### config.mk
export PLATFORM = sky130hd
export DESIGN_NAME = imem_arbiter
export DESIGN_NICKNAME = d
export VERILOG_FILES = /design/src/rtl/imem_arbiter.sv
export SDC_FILE = /design/constraint.sdc
export NUM_CORES = 1
export LEC_CHECK = 0
export ABC_AREA = 1
export CORE_MARGIN = 1.5
export CORE_UTILIZATION = 25
export CTS_CLUSTER_DIAMETER = 40
export DETAILED_ROUTE_END_ITERATION = 10
export GPL_TIMING_DRIVEN = 1
export HOLD_SLACK_MARGIN = 0.06
export PLACE_DENSITY = 0.89
export SYNTH_ARGS = -nofsm -noshare
export SYNTH_HDL_FRONTEND = slang
export SYNTH_SLANG_ARGS = --single-unit
export TNS_END_PERCENT = 5
### constraint.sdc
create_clock -name clk -period 2 [get_ports clk]
set_input_delay 0.6 -clock clk [delete_from_list [all_inputs] [get_ports clk]]
set_output_delay 0.6 -clock clk [all_outputs]
set_load 0.02 [all_outputs]
### src/rtl/imem_arbiter.sv
// Shared instruction-memory arbiter: CPU fetch port in RUN, loader write port in LOAD, one FLUSH cycle back.
// Optional macro IMEM_ARB_BOUNDS_CHK_EN drops loader writes whose address lies above the memory range.
module imem_arbiter #(
  parameter int unsigned ADDR_W = 10,
  parameter int unsigned CNT_W  = 16
) (
  input  logic              clk,
  input  logic              rst,
  input  logic              f_req,
  input  logic [31:0]       f_addr,
  output logic [31:0]       f_rdata,
  output logic              f_valid,
  output logic              stall,
  input  logic              ld_start,
  input  logic              ld_valid,
  output logic              ld_ready,
  input  logic [31:0]       ld_addr,
  input  logic [31:0]       ld_data,
  input  logic              ld_done,
  output logic              ld_err,
  output logic [CNT_W-1:0]  ld_count,
  output logic              mem_en,
  output logic              mem_we,
  output logic [ADDR_W-1:0] mem_addr,
  output logic [31:0]       mem_wdata,
  input  logic [31:0]       mem_rdata
);

  typedef enum logic [1:0] {RUN, LOAD, FLUSH} state_e;

  state_e             state_q, state_d;
  logic               f_valid_q, f_valid_d;
  logic               ld_err_q, ld_err_d;
  logic [CNT_W-1:0]   ld_count_q, ld_count_d;
  logic               ld_legal;
  logic               unused_bits;

`ifdef IMEM_ARB_BOUNDS_CHK_EN
  assign ld_legal = (ld_addr[1:0] == 2'b00) && (ld_addr[31:ADDR_W+2] == '0);
`else
  assign ld_legal = (ld_addr[1:0] == 2'b00);
`endif

  // Byte-offset bits of the fetch address and loader upper bits may go unused.
  assign unused_bits = ^{f_addr[31:ADDR_W+2], f_addr[1:0], ld_addr[31:ADDR_W+2]};

  always_ff @(posedge clk or posedge rst) begin
    if (rst) begin
      state_q    <= RUN;
      f_valid_q  <= 1'b0;
      ld_err_q   <= 1'b0;
      ld_count_q <= '0;
    end else begin
      state_q    <= state_d;
      f_valid_q  <= f_valid_d;
      ld_err_q   <= ld_err_d;
      ld_count_q <= ld_count_d;
    end
  end

  always_comb begin
    state_d    = state_q;
    f_valid_d  = 1'b0;
    ld_err_d   = ld_err_q;
    ld_count_d = ld_count_q;
    mem_en     = 1'b0;
    mem_we     = 1'b0;
    mem_addr   = '0;
    mem_wdata  = '0;
    stall      = 1'b0;
    ld_ready   = 1'b0;
    case (state_q)
      RUN: begin
        mem_en    = f_req;
        mem_addr  = f_addr[ADDR_W+1:2];
        f_valid_d = f_req;
        if (ld_start) begin
          state_d    = LOAD;
          ld_err_d   = 1'b0;
          ld_count_d = '0;
        end
      end
      LOAD: begin
        stall    = 1'b1;
        ld_ready = 1'b1;
        if (ld_valid) begin
          if (ld_legal) begin
            mem_en    = 1'b1;
            mem_we    = 1'b1;
            mem_addr  = ld_addr[ADDR_W+1:2];
            mem_wdata = ld_data;
            if (ld_count_q != '1) ld_count_d = ld_count_q + CNT_W'(1);
          end else begin
            ld_err_d = 1'b1;
          end
        end
        if (ld_done) state_d = FLUSH;
      end
      FLUSH: begin
        stall   = 1'b1;
        state_d = RUN;
      end
      default: state_d = RUN;
    endcase
    // Memory-side and handshake outputs are forced idle while reset is held.
    if (rst) begin
      mem_en    = 1'b0;
      mem_we    = 1'b0;
      mem_addr  = '0;
      mem_wdata = '0;
      stall     = 1'b0;
      ld_ready  = 1'b0;
    end
  end

  assign f_valid  = f_valid_q;
  assign f_rdata  = f_valid_q ? mem_rdata : '0;
  assign ld_err   = ld_err_q;
  assign ld_count = ld_count_q;

endmodule

* Word-level counts from Yosys, hierarchy flattened
Index checks and enable logic that the tools add are counted.
** Storage, ports and cells
- Register bits after elaboration :: 20
- Bits of input ports :: 134
- Word-level logic and storage cells :: 53
** Cells by class
- $add $sub $neg :: 1
- Eq/ne operators :: 9
- Muxes and demuxes :: 32
- Reductions and logical operators :: 7
** Operators with widths (number)
- 32-bit 2-to-1 mux :: 5
- 16-bit 2-to-1 mux :: 4
- 16-bit case mux with 2 select lines :: 1
- 10-bit 2-to-1 mux :: 3
- 10-bit case mux with 2 select lines :: 1
- 16-bit by 1-bit adder with 16-bit output (second input constant) :: 1
- 16-bit != test (second input constant) :: 1
- 1-bit 2-to-1 mux :: 13
- 2-bit != test (second input constant) :: 6
- 5-bit AND reduction :: 1
- 2-bit logical NOT :: 2
- 2-bit 2-to-1 mux :: 2
- 1-bit case mux with 2 select lines :: 2
- 2-bit case mux with 2 select lines :: 1
- 4-bit AND reduction :: 1
- 2-bit by 1-bit equality test with 1-bit output (second input constant) :: 1
- 2-bit equality test (second input constant) :: 1
- 2-bit AND reduction :: 1
- 2-bit nonzero test :: 1
- 2-bit OR reduction :: 1

* Logic depth before layout (Yosys ltp)
- Word-level depth :: 5
- Mapped depth :: 10

* Worst setup path after synthesis
OpenSTA, ideal clock, no wires.
- Path type :: register to output
- Start :: register state_q[1]
- End :: output port mem_wdata[11]
- Arrival :: 1.686 ns
- Data required time :: 1.400 ns
- Path slack :: -0.286 ns
- Cell stages (with the launch flop) :: 10
- Buffers on the path :: 1
- Cells stage by stage :: dfrtp_1 > inv_1 > ha_1 > inv_2 > nor3_2 > nand2_2 > nor2_4 > inv_2 > buf_6 > nor2_1
** On the way
- Longest elaborated chain between the ends :: 3
** RTL lines
- start: declaration :: line 31 : state_e state_q, state_d;
- start signal: assignment :: line 54 : state_q <= state_d;
- 2-bit by 1-bit equality test with 1-bit output :: line 72 : case (state_q)
- 32-bit 2-to-1 mux :: line 72
- 32-bit 2-to-1 mux :: line 106 : if (rst) begin
- end: declaration :: line 25 : output logic [31:0] mem_wdata,
Every way passes these cells.

* Worst setup path after layout
- Start :: input port rst
- End :: output port stall
** On the way
- Longest elaborated chain between the ends :: 1
** RTL lines
- start: declaration :: line 8 : input logic rst,
- 1-bit 2-to-1 mux :: line 106
- end: declaration :: line 13 : output logic stall,
Every way passes these cells.

==> flow_metrics.py <==
metrics = {
    "finish": {
        "antenna_cells": 0,
        "final_layout_size_suffix_gt1_frac": 0.3303,
        "final_cells": 644,
        "syn2layout_area_growth_pct": 122.5,
        "nets": 680,
        "final_util": 0.5729,
        "stdcell_area_um2": 4427,
    },
    "cts": {
        "h-tree-depth": 1,
        "cts_root_buf": "clkbuf_8",
        "clk_latency_ps": 260,
        "cts_max_path_buffers": 2,
        "cts_buffers": 3,
        "clkSlewWorstSetupHoldPaths_ps": 70,
        "cts_tree": "built",
        "cts_sinks": 20,
    },
    "sta": {
        "period_needed_ps": 2477,
        "timing.hold.ws_ps": 565.0,
        "worst_slack_ps": -477.4,
        "timing.slew.headroom": 0.7534,
        "setup-violations-final": 46,
        "slew_violations": 0,
        "finalSetupTns_ps": -18770,
        "rsz0062_at_grt": "true",
        "fmax_mhz": 403.7,
        "finalHoldViolations": 0,
        "worst_slew_pin_slew_ps": 366.0,
        "worst_clock_skew_ps": 2.805,
        "final_min_period_over_clock_period": 1.239,
    },
    "synth": {
        "ys_types": 26,
        "synth_top_area_frac": 0.2516,
        "avgSynthCellArea_um2": 5.956,
        "synth_area_um2": 1989,
        "yosys_warnings": 0,
        "synth_seq_cells": 20,
        "postSynthCellCount": 334,
        "syn_nets": 471,
        "ys_seq_area_frac": 0.2516,
        "ys_top_cells_by_area": "dfrtp_1 (25%), nand2_1 (19%), inv_1 (15%), nor2_1 (7.5%), o21ai_2 (4.4%)",
        "synth_top_cell_by_area": "dfrtp_1",
    },
    "place": {
        "io_buffer_count": 187,
        "place.gp.congestion": 0.9309,
        "post_dp_cell_area_um2": 4395,
        "dp_cells": 636,
        "dp_hpwl_um": 7967,
        "dp_slack_ps": -1168,
    },
    "hold_path": {
        "hold_class": "register to register",
        "hold_start": "ld_count[13]",
    },
    "job": {
        "max_cap_violations": 0,
    },
    "power": {
        "sw_frac_of_total": 0.4600,
        "p_seq_frac": 0.175,
        "p_leak_nw": 2.318,
        "total_power_mw": 2.918,
        "power_density_nw_per_um2": 659.1,
        "power.internal_mw": 1.575,
        "power_frac_comb": 0.719,
        "ir_drop_uv": 417.6,
        "net-switching-power_mw": 1.342,
        "clkPwrFrac": 0.106,
    },
    "route": {
        "drt_iter0_drc": 78,
        "ant_nets": 0,
        "drt_wl_total_um": 9537,
        "first_pass_iters": 4,
        "via_count": 2812,
        "vias_per_cell": 4.366,
        "route.detailed.drc": 0,
        "wl_per_cell_um": 14.81,
    },
    "setup_path": {
        "crit_fanout": 14,
        "crit_start": "rst",
        "critical_path.top_delay_family": "buffers and inverters",
        "crit_slowest_cell": "clkdlybuf4s50_1",
        "r2r-start": "state_q[0]",
        "crit_required_ps": 1400,
        "path_cells": "clkdlybuf4s50_1 -> buf_4 -> nor2_1 -> dlygate4sd2_1",
        "cp-end-kind": "output port",
        "crit_buf_inv": 3,
        "critPathMaxStageDelay_ps": 560,
        "start_kind": "primary input",
        "path_class": "primary input to output port",
        "arrival_ps": 1880,
    },
    "floorplan": {
        "die_area_um2": 8502,
        "start_util": 0.2574,
        "die_y_um": 92.21,
        "core_area_um2": 7727,
        "dieWidth_um": 92.21,
        "core.rowCount": 32,
        "num_io_pins": 230,
    },
    "global_route": {
        "antenna_found_initial": 0,
        "grt_max_degree": 34,
        "grt_usage": 0.2166,
        "grt.overflow.total": 0,
        "grt_pass1_vias": 2897,
        "grt_first_pass_wirelength_um": 14570,
    },
    "run_status": {
        "status": "finished, violations left",
        "failed_checks": "negative setup slack",
    },
}
-- cells in the final DEF (no fill, tap or decap), drive strengths merged --
cell type / instances
inv: 81
a21oi: 11
o21ai: 15
xor2: 4
buf: 103
o21bai: 1
nand4: 3
o31ai: 1
xnor2: 5
dlygate4sd2: 6
nor2: 56
dlymetal6s2s: 4
nand2: 110
clkbuf: 4
clkdlybuf4s50: 101
nor3: 2
ha: 3
nand3: 12
dfrtp: 20
-- final timing paths --
path	slack (ps)	end	depth (start not counted)
min in group asynchronous	910	state_q[0]	3
setup / recovery	-480	stall	4
hold reg to reg	570	ld_count[13]	2
hold / removal	570	ld_count[13]	2
setup reg to reg	120	ld_count[0]	13
max in group asynchronous	760	ld_count[6]	4
-- power by group through the flow --
stage	sequential [mW]	clock, mW	combinational (mW)
after floorplan	0.549	0	1.01
after global placement	0.516	0	2.08
after detailed placement	0.521	0	2.13
after CTS	0.511	0.315	2.03
after global routing	0.519	0.340	2.26
final	0.511	0.308	2.10
-- worst min-delay path, cell delays in order, from the launching register on --
cell	delay [ps]
dfrtp_1	420
nand2_2	70
o21ai_2	40
-- sequential cells by signal, summed over array words and instances, names as in the netlist --
| register | flops |
|---|---|
| f_valid | 1 |
| ld_count | 16 |
| ld_err | 1 |
| state_q | 2 |
-- cell type report --
| type | instances | area, um2 |
|---|---|---|
| sequential | 20 | 500.5 |
| tap | 102 | 127.6 |
| inverter | 81 | 319.1 |
| multi-input combinational | 223 | 1383 |
| clock buffer | 4 | 55.05 |
| fill | 674 | 3301 |
| timing repair buffer | 214 | 2042 |
-- per-layer routing --
metal	up-vias	track usage	part of all wire
met2	113	0.4154	0.53
met1	1297	0.2381	0.38
met5	-	0	0
met4	0	0.06667	0.026
met3	20	0.03897	0.066
li1	1382	-	-
-- Yosys cell counts --
library cell / count
ha_1: 3
buf_6: 5
clkbuf_1: 5
o21ai_2: 10
xor2_1: 4
nand3_1: 10
inv_2: 2
o21ai_0: 5
xnor2_1: 5
nor3_1: 1
inv_1: 78
nor3_2: 1
o31ai_1: 1
a21oi_1: 11
nand2_4: 1
clkinv_1: 1
nand3_2: 2
nor2_2: 13
nor2_1: 40
dfrtp_1: 20
nor2_4: 3
nand4_2: 1
nand4_1: 2
nand2_1: 103
o21bai_1: 1
nand2_2: 6
-- repair_timing --
item	CTS	global route
pin swaps	4	4
hold buffers	0	0
hold endpoints to repair	0	0
setup buffers	2	2
resized for setup	382	20
setup endpoints to repair	80	67
gates cloned	0	0
-- cell families (layout without fill, tap and decap cells) --
kind of cell | count (synthesis) | count (layout) | synth area share
simple gates | 183 | 183 | 0.4075
compound gates | 28 | 28 | 0.09182
xor+xnor | 9 | 9 | 0.03962
fa+ha+maj | 3 | 3 | 0.01887
buf+inv | 91 | 299 | 0.1906
flops | 20 | 20 | 0.2516
No activity file was read; power rests on OpenSTA's default activity.
